### src/rtl/hazard_pkg.sv
// hazard_pkg: shared scoreboard states and forwarding-select constants
package hazard_pkg;
  typedef enum logic [1:0] {SB_IDLE, SB_BUSY, SB_DONE} sb_state_t;
  localparam int FWD_REGFILE = 0;
  function automatic int fwd_sel_w(input int n);
    return $clog2(n + 1);
  endfunction
endpackage

### src/rtl/hazard_forward_unit_fwd_select.sv
// fwd_select: priority match of one EX operand against the write-back stages
module fwd_select
  import hazard_pkg::*;
#(
  parameter int REG_ADDR_W     = 5,
  parameter int NUM_FWD_STAGES = 2
) (
  input  logic [REG_ADDR_W-1:0]                i_addr,
  input  logic [NUM_FWD_STAGES-1:0]            i_reg_write,
  input  logic [NUM_FWD_STAGES*REG_ADDR_W-1:0] i_write_addr,
  output logic [fwd_sel_w(NUM_FWD_STAGES)-1:0] o_sel
);
  localparam int SEL_W = fwd_sel_w(NUM_FWD_STAGES);
  // scan oldest to youngest so the nearest match overwrites
  always_comb begin
    o_sel = SEL_W'(FWD_REGFILE);
    for (int i = NUM_FWD_STAGES - 1; i >= 0; i--)
      if (i_reg_write[i] && |i_write_addr[i*REG_ADDR_W +: REG_ADDR_W] &&
          i_write_addr[i*REG_ADDR_W +: REG_ADDR_W] == i_addr)
        o_sel = SEL_W'(i + 1);
  end
endmodule

### src/rtl/hazard_forward_unit.sv
// hazard_forward_unit: EX forwarding, load-use and mult/div scoreboard stall control
module hazard_forward_unit
  import hazard_pkg::*;
#(
  parameter int REG_ADDR_W     = 5,
  parameter int NUM_FWD_STAGES = 2,
  parameter int MD_LATENCY     = 4,
  parameter int CNT_W          = 32
) (
  input  logic                                 clk,
  input  logic                                 reset,
  input  logic [REG_ADDR_W-1:0]                ex_rs,
  input  logic [REG_ADDR_W-1:0]                ex_rt,
  input  logic [NUM_FWD_STAGES-1:0]            fwd_reg_write,
  input  logic [NUM_FWD_STAGES*REG_ADDR_W-1:0] fwd_write_addr,
  input  logic [REG_ADDR_W-1:0]                id_rs,
  input  logic [REG_ADDR_W-1:0]                id_rt,
  input  logic                                 id_uses_rs,
  input  logic                                 id_uses_rt,
  input  logic                                 id_is_md,
  input  logic                                 ex_mem_read,
  input  logic [REG_ADDR_W-1:0]                ex_write_addr,
  input  logic                                 md_start,
  input  logic [REG_ADDR_W-1:0]                md_dest,
  output logic [fwd_sel_w(NUM_FWD_STAGES)-1:0] forward_a,
  output logic [fwd_sel_w(NUM_FWD_STAGES)-1:0] forward_b,
  output logic                                 stall,
  output logic                                 bubble,
  output logic                                 md_busy,
  output logic                                 md_done,
  output logic [CNT_W-1:0]                     stall_count
);
  localparam int CW = $clog2(MD_LATENCY + 1);
  localparam logic [CW-1:0] CNT_INIT = CW'(MD_LATENCY - 1);
  sb_state_t r_state, w_state;
  logic [CW-1:0] r_count, w_count;
  logic [REG_ADDR_W-1:0] r_sb_dest, w_sb_dest;
  logic [CNT_W-1:0] r_stall_count;
  logic w_accept, w_load_use, w_dep, w_md_hz, w_hazard;

  fwd_select #(.REG_ADDR_W(REG_ADDR_W), .NUM_FWD_STAGES(NUM_FWD_STAGES)) u_fwd_a (
    .i_addr(ex_rs), .i_reg_write(fwd_reg_write), .i_write_addr(fwd_write_addr), .o_sel(forward_a)
  );
  fwd_select #(.REG_ADDR_W(REG_ADDR_W), .NUM_FWD_STAGES(NUM_FWD_STAGES)) u_fwd_b (
    .i_addr(ex_rt), .i_reg_write(fwd_reg_write), .i_write_addr(fwd_write_addr), .o_sel(forward_b)
  );

  always_ff @(posedge clk)
    if (reset) begin
      r_state       <= SB_IDLE;
      r_count       <= '0;
      r_sb_dest     <= '0;
      r_stall_count <= '0;
    end else begin
      r_state       <= w_state;
      r_count       <= w_count;
      r_sb_dest     <= w_sb_dest;
      r_stall_count <= r_stall_count + CNT_W'(w_hazard && ~&r_stall_count);
    end

  // a start while BUSY is dropped; DONE may accept the next op back-to-back
  always_comb begin
    w_accept  = md_start && r_state != SB_BUSY;
    w_state   = r_state;
    w_count   = r_count;
    w_sb_dest = r_sb_dest;
    if (w_accept) begin
      w_state   = MD_LATENCY == 1 ? SB_DONE : SB_BUSY;
      w_count   = CNT_INIT;
      w_sb_dest = md_dest;
    end else if (r_state == SB_BUSY) begin
      w_count = r_count - 1'b1;
      w_state = r_count <= CW'(1) ? SB_DONE : SB_BUSY;
    end else if (r_state == SB_DONE)
      w_state = SB_IDLE;
  end

  assign md_busy     = r_state != SB_IDLE;
  assign md_done     = r_state == SB_DONE;
  assign w_load_use  = ex_mem_read && |ex_write_addr &&
                       ((id_uses_rs && id_rs == ex_write_addr) || (id_uses_rt && id_rt == ex_write_addr));
  assign w_dep       = |r_sb_dest &&
                       ((id_uses_rs && id_rs == r_sb_dest) || (id_uses_rt && id_rt == r_sb_dest));
  assign w_md_hz     = md_busy && (w_dep || (id_is_md && r_state == SB_BUSY));
  assign w_hazard    = w_load_use || w_md_hz;
  assign stall       = w_hazard;
  assign bubble      = w_hazard;
  assign stall_count = r_stall_count;
endmodule

### config.mk
export PLATFORM = sky130hd
export DESIGN_NAME = hazard_forward_unit
export DESIGN_NICKNAME = d
export VERILOG_FILES = /design/src/rtl/hazard_pkg.sv /design/src/rtl/hazard_forward_unit_fwd_select.sv /design/src/rtl/hazard_forward_unit.sv
export SDC_FILE = /design/constraint.sdc
export NUM_CORES = 1
export LEC_CHECK = 0
export CELL_PAD_IN_SITES_DETAIL_PLACEMENT = 0
export CELL_PAD_IN_SITES_GLOBAL_PLACEMENT = 2
export CORE_AREA = 3 3 103 105
export CTS_CLUSTER_SIZE = 12
export DETAILED_ROUTE_END_ITERATION = 7
export DIE_AREA = 0 0 106 108
export MAX_ROUTING_LAYER = met4
export PLACE_DENSITY_LB_ADDON = 0.1
export REMOVE_ABC_BUFFERS = 1
export SLEW_MARGIN = 10
export SYNTH_ARGS = -nofsm -noshare
export SYNTH_HDL_FRONTEND = slang
export SYNTH_HIERARCHICAL = 1
export SYNTH_SLANG_ARGS = --single-unit
### constraint.sdc
create_clock -name clk -period 2.93 [get_ports clk]
set_input_delay 0.293 -clock clk [delete_from_list [all_inputs] [get_ports clk]]
set_output_delay 0.293 -clock clk [all_outputs]
set_load 0.01 [all_outputs]
## After elaboration in Yosys (flattened, before gate mapping)

Index checks and enable logic that the tools add are counted.

| storage, ports and cells | value |
|---|---|
| bits of input ports | 49 |
| flip-flop bits (word level) | 42 |
| logic and storage cells | 62 |

| cells by class | value |
|---|---|
| eq/ne operators | 11 |
| multiplexer cells | 10 |
| add/subtract/negate cells | 2 |
| reductions and logical operators | 32 |
| order comparisons | 1 |

Operators by type and width:

| kind | number |
|---|---|
| 5-bit == test | 8 |
| 32-bit by 1-bit adder with 32-bit output | 1 |
| 32-bit AND reduction | 1 |
| 5-bit OR reduction | 4 |
| 2-bit two-way mux | 9 |
| 1-bit logical AND | 17 |
| 2-bit nonzero test | 3 |
| 1-bit logical OR | 4 |
| 3-bit by 1-bit <= comparator with 1-bit output (second input constant) | 1 |
| 3-bit nonzero test | 1 |
| 3-bit by 1-bit subtractor with 3-bit output (second input constant) | 1 |
| 2-bit by 1-bit == test with 1-bit output (second input constant) | 1 |
| 2-bit == test (second input constant) | 1 |
| 2-bit by 1-bit != test with 1-bit output (second input constant) | 1 |
| 2-bit OR reduction | 1 |
| 1-bit logical NOT | 1 |
| 1-bit two-way mux | 1 |

## Logic depth before layout (Yosys ltp)

Gate-level depths: netlist (run 1).

| logic depth | value |
|---|---|
| depth after elaboration | 9 |
| gate-level depth with buffers | 14 |
| gate-level depth less buffers | 14 |

## Modules after synthesis

Netlist (run 1), hierarchy kept.

By module, submodules not included:

| module | area each (µm²) | cells an instance | instances |
|---|---|---|---|
| hazard_forward_unit | 2200.9 | 251 | 1 |
| fwd_select | 151.4 | 20 | 2 |

## Worst setup path after synthesis (run 1)

No wires, ideal clock.

| timing path | value |
|---|---|
| path kind | input -> register |
| start point | input port ex_write_addr[1] |
| end point | register r_stall_count[26], in the netlist stall_count[26] |
| data arrival time | 2.726 ns |
| data required time | 2.802 ns |
| setup time | 0.128 ns |
| setup slack | 0.076 ns |
| stages on the path | 14 |
| path through | xor2_1 > nor4_1 > and3_1 > a31oi_1 > o22ai_1 > o31a_1 > ha_1 > ha_1 > inv_1 > nor4_1 > and3_1 > nand4_1 > xor2_1 > nor2_1 |

| on the way | value |
|---|---|
| word-level cells in the longest chain between the ends | 7 |
| elaborated cells on any way between the ends | 11 |
| classes of those cells | 1 x add/sub; 2 x eq/ne; 8 x reduce/logical |

Ends and longest elaborated chain:

| what | line | source |
|---|---|---|
| start, declared | hazard_forward_unit.sv:22 | `input logic [REG_ADDR_W-1:0] ex_write_addr,` |
| 5-bit == test | hazard_forward_unit.sv:81 | `((id_uses_rs && id_rs == ex_write_addr) \|\| (id_uses_rt && id_rt == ex_write_addr));` |
| 1-bit logical AND | hazard_forward_unit.sv:81 |  |
| 1-bit logical OR | hazard_forward_unit.sv:81 |  |
| 1-bit logical AND * | hazard_forward_unit.sv:80 | `assign w_load_use = ex_mem_read && \|ex_write_addr &&` |
| 1-bit logical OR * | hazard_forward_unit.sv:85 | `assign w_hazard = w_load_use \|\| w_md_hz;` |
| net bubble | hazard_forward_unit.sv:28 | `output logic bubble,` |
| 1-bit logical AND * | hazard_forward_unit.sv:58 | `r_stall_count <= r_stall_count + CNT_W'(w_hazard && ~&r_stall_count);` |
| 32-bit by 1-bit adder with 32-bit output * | hazard_forward_unit.sv:58 |  |
| end signal, assigned | hazard_forward_unit.sv:58 |  |
| end, declared | hazard_forward_unit.sv:38 | `logic [CNT_W-1:0] r_stall_count;` |

The timed path passes the listed nets; every way through them passes the cells marked *.
A chain may end at the register's enable or synchronous reset.

## Final worst setup path (run 1)

| timing path | value |
|---|---|
| start point | register r_sb_dest[0] |
| end point | register r_stall_count[18], in the netlist stall_count[18] |

| on the way | value |
|---|---|
| word-level cells in the longest chain between the ends | 9 |
| elaborated cells on any way between the ends | 12 |
| classes of those cells | 1 x add/sub; 2 x eq/ne; 9 x reduce/logical |

Ends and longest elaborated chain:

| what | line | source |
|---|---|---|
| start, declared | hazard_forward_unit.sv:37 | `logic [REG_ADDR_W-1:0] r_sb_dest, w_sb_dest;` |
| start signal, assigned | hazard_forward_unit.sv:57 | `r_sb_dest <= w_sb_dest;` |
| 5-bit == test | hazard_forward_unit.sv:83 | `((id_uses_rs && id_rs == r_sb_dest) \|\| (id_uses_rt && id_rt == r_sb_dest));` |
| 1-bit logical AND | hazard_forward_unit.sv:83 |  |
| 1-bit logical OR | hazard_forward_unit.sv:83 |  |
| 1-bit logical AND * | hazard_forward_unit.sv:82 | `assign w_dep = \|r_sb_dest &&` |
| 1-bit logical OR * | hazard_forward_unit.sv:84 | `assign w_md_hz = md_busy && (w_dep \|\| (id_is_md && r_state == SB_BUSY));` |
| 1-bit logical AND * | hazard_forward_unit.sv:84 |  |
| 1-bit logical OR * | hazard_forward_unit.sv:85 |  |
| 1-bit logical AND * | hazard_forward_unit.sv:58 |  |
| 32-bit by 1-bit adder with 32-bit output * | hazard_forward_unit.sv:58 |  |

Every way passes the cells marked *; elsewhere a longest branch is shown, timed or not.

==> results of run 1 <==
-- cells by family after synthesis --
family,count (synthesis),share of synthesized area [%]
compound gates,22,6.747
xor+xnor,63,22.04
fa+ha+maj,7,3.498
buf+inv,14,2.948
flops,42,33.58
mux,7,2.799
simple gates,136,28.39
-- critical path, stage by stage (launching register included) --
cell	delay, ps
dfxtp_2	340
or4_1	530
nor2_2	150
nor3_2	70
a211oi_2	210
o22ai_2	130
o31a_1	120
ha_2	200
ha_2	180
inv_2	70
nor4_2	40
buf_4	140
and3_1	170
buf_4	130
xnor2_1	130
nor2_1	50
-- metrics by stage --
stage / utilization [%] / worst slack [ps] / setup TNS [ps] / instance area [µm²] / instances
global route: 40.33 / -7.173 / -16.25 / 3924 / 539
global placement: 37.67 / -432.8 / -6615 / 3665 / 526
floorplan: - / -31.60 / -31.60 / 2452 / 283
detailed placement: 37.67 / -497.7 / -8081 / 3665 / 526
CTS: 39.04 / 9.974 / 0 / 3799 / 536
finish: 40.33 / 166.8 / 0 / 3924 / 539
-- power by group through the flow --
stage	registers, W	logic [W]	clock network, W
global placement	0.000614	0.000255	0
detailed placement	0.000614	0.000254	0
floorplan	0.000611	0.000118	0
global route	0.000604	0.000291	0.000440
finish	0.000601	0.000265	0.000393
CTS	0.000600	0.000261	0.000413
-- flip-flops by register name, indices dropped and copies added (netlist names) --
register     flops
stall_count     32
r_sb_dest        5
r_count          3
r_state          2
-- repair_timing --
action,in CTS,in global routing
gates cloned,0,0
setup endpoints to repair,17,19
gates resized for setup,6,33
hold endpoints to repair,0,0
pin swaps,4,14
setup buffers,2,3
-- worst min path at each step --
stage / start / to / slack, ps / depth (start not counted)
floorplan: reset / stall_count[22] / 360 / 1
CTS: stall_count[22] / stall_count[22] / 520 / 2
global placement: r_count[2] / r_count[2] / 480 / 2
detailed placement: r_count[2] / r_count[2] / 500 / 2
finish: stall_count[22] / stall_count[22] / 510 / 2
global route: stall_count[22] / stall_count[22] / 540 / 2
-- metal layers --
metal  GRT usage, %  part of all wire (%)  routed length [µm]
met1          16.16                    46                3355
met2          21.31                    48                3461
met3          3.284                   4.9                 354
met4          2.960                  0.90                  65
met5              -                     0                   0
-- cell type report --
type                    count  area share (%)
clock buffers               7           2.200
repair buffers            115           28.38
multi-input cells         235           42.79
well taps                 133           4.241
clock inverters             1          0.1276
flip-flops and latches     42           21.68
inverters                   6          0.5740
-- cells in the final DEF, fill, tap and decap left out, types with 2 or more instances in the layout --
| master | n |
|---|---|
| or3_1 | 3 |
| xnor2_1 | 26 |
| clkbuf_8 | 6 |
| nand4_1 | 9 |
| o41ai_2 | 2 |
| nand3_2 | 3 |
| a211oi_1 | 2 |
| nand2_1 | 16 |
| inv_1 | 5 |
| xor2_1 | 35 |
| o21ai_0 | 4 |
| dfxtp_1 | 38 |
| nand3_1 | 15 |
| nor2b_1 | 4 |
| mux2i_1 | 7 |
| nor3_2 | 5 |
| ha_2 | 2 |
| nor4_1 | 3 |
| dfxtp_4 | 2 |
| nor4_2 | 3 |
| a21oi_1 | 5 |
| a211oi_2 | 3 |
| nor2_2 | 4 |
| or4_1 | 2 |
| o21a_1 | 2 |
| nand2_2 | 2 |
| clkdlybuf4s50_1 | 76 |
| dfxtp_2 | 2 |
| dlymetal6s2s_1 | 12 |
| nor2_1 | 43 |
| and3_1 | 5 |
| buf_4 | 27 |
| and2_1 | 3 |
| xnor2_2 | 2 |
| nor3_4 | 2 |
| ha_1 | 5 |
| nor3_1 | 9 |
==> out/metrics.yaml, run 1 <==
reg2reg_depth: 15
yosys_warnings: 6
numCtsBuffers: 5
multiInputGateArea_um2: 1679
synth.avg_cell_area_um2: 8.604
num-nets-final: 461
viasPerCell: 4.416
fillers: 1030
slew_viol_final: 0
drt-pass1-iter-count: 4
p_comb_share_pct: 21.1
grt_usage_pct: 12.97
crit_path_end_kind: "register"
tightest_slew_ps: 630.1
switching_power_w: 0.0003329
p_clk_share_pct: 31.2
synth_top_area_share_pct: 33.58
yosysMostFrequentCell: "nor2_1"
cp.required_ps: 3110
syn_to_final_growth_pct: 56.72
crit_path_end: "stall_count[18]"
p_seq_share_pct: 47.7
reg2reg_to: "stall_count[18]"
cp-start-kind: "register"
path_class: "register to register"
synth_cell_types: 38
route.detailed.wl_per_inst_um: 13.42
drtIter0Drc: 100
synth_area_leader_cell: "dfxtp_1"
fmax_mhz: 361.9
p_total_w: 0.001259
die_x_um: 106
core_area_um2: 9729
drc: 0
first_global_vias: 2383
period_minus_slack_ps: 2763
start_util_pct: 25.73
holdWs_ps: 506.6
ys_ff_latch: 42
synth-main-ff-cell: "dfxtp_1"
antenna_left: 0
relSlewSlack_pct: 57.91
cts.htree.levels: 2
synth_area_um2: 2504
synth_edf_count: 0
swShare_pct: 26.43
root_buffer: "clkbuf_8"
power.leakage_nw: 1.518
wirelength_um: 7236
design.die.area_um2: 11450
synthCells: 291
clk_pin_slew_ps: 80
row_count: 36
internal-power_w: 0.0009264
hpwl_um: 5613
grt_max_degree: 43
setup_violations: 0
num_antenna_cells: 0
path_max_fanout: 4
cts_tree: "done"
p_per_area_nw_per_um2: 320.9
ctsHoldBuffers: 0
cts.sinks: 42
hold_violations: 0
post-route-period-util_pct: 94.31
clkLatencyLatePin_ps: 300
die_h_um: 108
async_flop_share_pct: 0
hold_path.class: "register to register"
peakVddDrop_v: 0.0001705
reg2reg_from: "r_sb_dest[0]"
grt_first_pass_wirelength_um: 11590
grt_overflow: 0
drive_gt1_share_pct: 17.73
gp_congestion: 0.7593
vias: 2380
synthTopCellsByCount: "47 x nor2_1, 42 x dfxtp_1, 35 x xor2_1"
seqCellArea_um2: 850.8
status: "completed"
clk_path_buf_depth: 2
synthTopCellsByArea: "dfxtp_1 34%, xor2_1 12%, xnor2_1 9.8%, nor2_1 7.0%, nand3_1 3.6%"
antenna_found_initial: 0
setup.worst_path.start: "r_sb_dest[0]"
ys_seq_area_share_pct: 33.58
crit_arrival_ps: 2940
cap_violations: 0
r2r_setup_slack_ps: 170
boundaryPins: 89
io_buffer_count: 88
finalClockSkew_ps: 9.522
(Power assumes the default switching activity.)
==> inputs of run 2 (changes only) <==
SLEW_MARGIN = unset   (was 10)
==> results of run 2 <==
The final DEF is identical to that of run 1; final timing and power are the same.
==> inputs of run 3 (changes only) <==
HOLD_SLACK_MARGIN = 0.15   (was unset)
==> results of run 3 <==
The final DEF is identical to that of run 1; final timing and power are the same.
==> RTL edit, RTL diff (config.mk and constraints of run 3) <==
Re-encode `sb_state_t` (3 states) as one-hot, 3 bits wide.
--- a/src/rtl/hazard_pkg.sv
+++ b/src/rtl/hazard_pkg.sv
@@ -1,6 +1,6 @@
 // hazard_pkg: shared scoreboard states and forwarding-select constants
 package hazard_pkg;
-  typedef enum logic [1:0] {SB_IDLE, SB_BUSY, SB_DONE} sb_state_t;
+  typedef enum logic [2:0] {SB_IDLE = 3'b001, SB_BUSY = 3'b010, SB_DONE = 3'b100} sb_state_t;
   localparam int FWD_REGFILE = 0;
   function automatic int fwd_sel_w(input int n);
     return $clog2(n + 1);
Behaviour: same outputs for any inputs over 10 cycles, from zero or initial values and one cycle with reset high; not proved beyond that.
==> RTL edit against run 3 <==
- total power rose by 1.9%
- sequential cell count rose by 1
- design area rose by 5.3%
- worst hold slack improved by 0.0058 ns
- sequential power barely moved
- area after synthesis fell by 0.75%
- non-clock buffer count rose by 20
- worst setup slack got worse by 0.013 ns
- sequential share of layout area fell by 0.78 points
- wire length rose by 7.1%
- clock power rose by 15%
- largest cell class unchanged
- largest power group unchanged
==> RTL edit: results (changes against run 3) <==
stage	metric	value	unit	change
outcome	outcome	complete, no violations		unchanged
critical_path	Worst Setup SP	id_rt[1]		was r_sb_dest[0]
pwr	Pwr Density	311	mW/mm^2	was 321 mW/mm^2
final_layout	Nets	485		was 461
pwr	Sw Pwr	0.312	mW	was 0.333 mW
synthesis	Synth Instances	300		was 291
cts	Post-CTS Resized	5		was 6
sta	WHS	0.512	ns	was 0.507 ns
global_route	first-pass GRT wire length	12500	microns	was 11600 microns
final_layout	Multi-In Gates	241		was 235
final_layout	Clock-cell share	0.0248		was 0.0233
detailed_routing	Routed WL	7750	microns	was 7240 microns
critical_path	Max stage delay on crit path	0.49	ns	was 0.53 ns
place	placed cell area	0.00383	sq mm	was 0.00366 sq mm
final_layout	area of the multi-input gates	0.00171	sq mm	was 0.00168 sq mm
final_layout	Signal buffers	135		was 115
cts	Post-CTS Repair Setup Buffers	0		was 2
pwr	sequential share of power	0.470		was 0.477
sta	pin slew with the least headroom to its limit	0.470	ns	was 0.630 ns
final_layout	layout cells sized above 1	0.199		was 0.177
final_layout	Fill cells	998		was 1030
detailed_routing	routed wire length per instance	13.7	microns	was 13.4 microns
critical_path	crit path max-delay cell type	clkdlybuf4s50_1		was or4_1
place	pre-CTS WS	-0.291	ns	was -0.498 ns
sta	post-layout worst setup margin	0.154	ns	was 0.167 ns
synthesis	most frequent cells after synthesis	43 x dfxtp_1, 38 x nor2_1, 37 x xnor2_1		was 47 x nor2_1, 42 x dfxtp_1, 35 x xor2_1
place	routability cong.	0.792		was 0.759
final_layout	sequential portion of the cell area	0.209		was 0.217
hold_path	hold_sp	r_count[0]		was stall_count[22]
detailed_routing	vias per cell	4.51		was 4.42
[RTL edit: cell count changes after synthesis, moves of 3 or more]
| cell | delta |
|---|---|
| xnor2_1 | +9 |
| xor2_1 | -8 |
| a21oi_1 | +7 |
| nor2_1 | -9 |
| ha_1 | -3 |
| mux2i_1 | -6 |
| and4_1 | +3 |
| nand3_1 | +4 |
| nor4_1 | +8 |
| nor3_1 | +4 |
| nand2_1 | +6 |
| clkbuf_1 | +3 |
[RTL edit: cells by family (layout without fill, tap and decap cells)]
group	after synthesis	after routing	share of synthesized area
and+or+nand+nor	144	144	0.298
buffers and inverters	16	148	0.0262
DFF	43	43	0.346
xor gates and xnor gates	64	64	0.226
AOI/OAI and AO/OA	28	28	0.0801
adders and majority gates	4	4	0.0201
muxes	1	1	0.00403
[RTL edit: routing by layer]
layer	global-route usage	part of all wire	vias up
met5	-	0	-
met4	0.0250	0.0062	0
met3	0.0310	0.049	4
met2	0.215	0.45	67
met1	0.181	0.50	1162
li1	-	-	1316
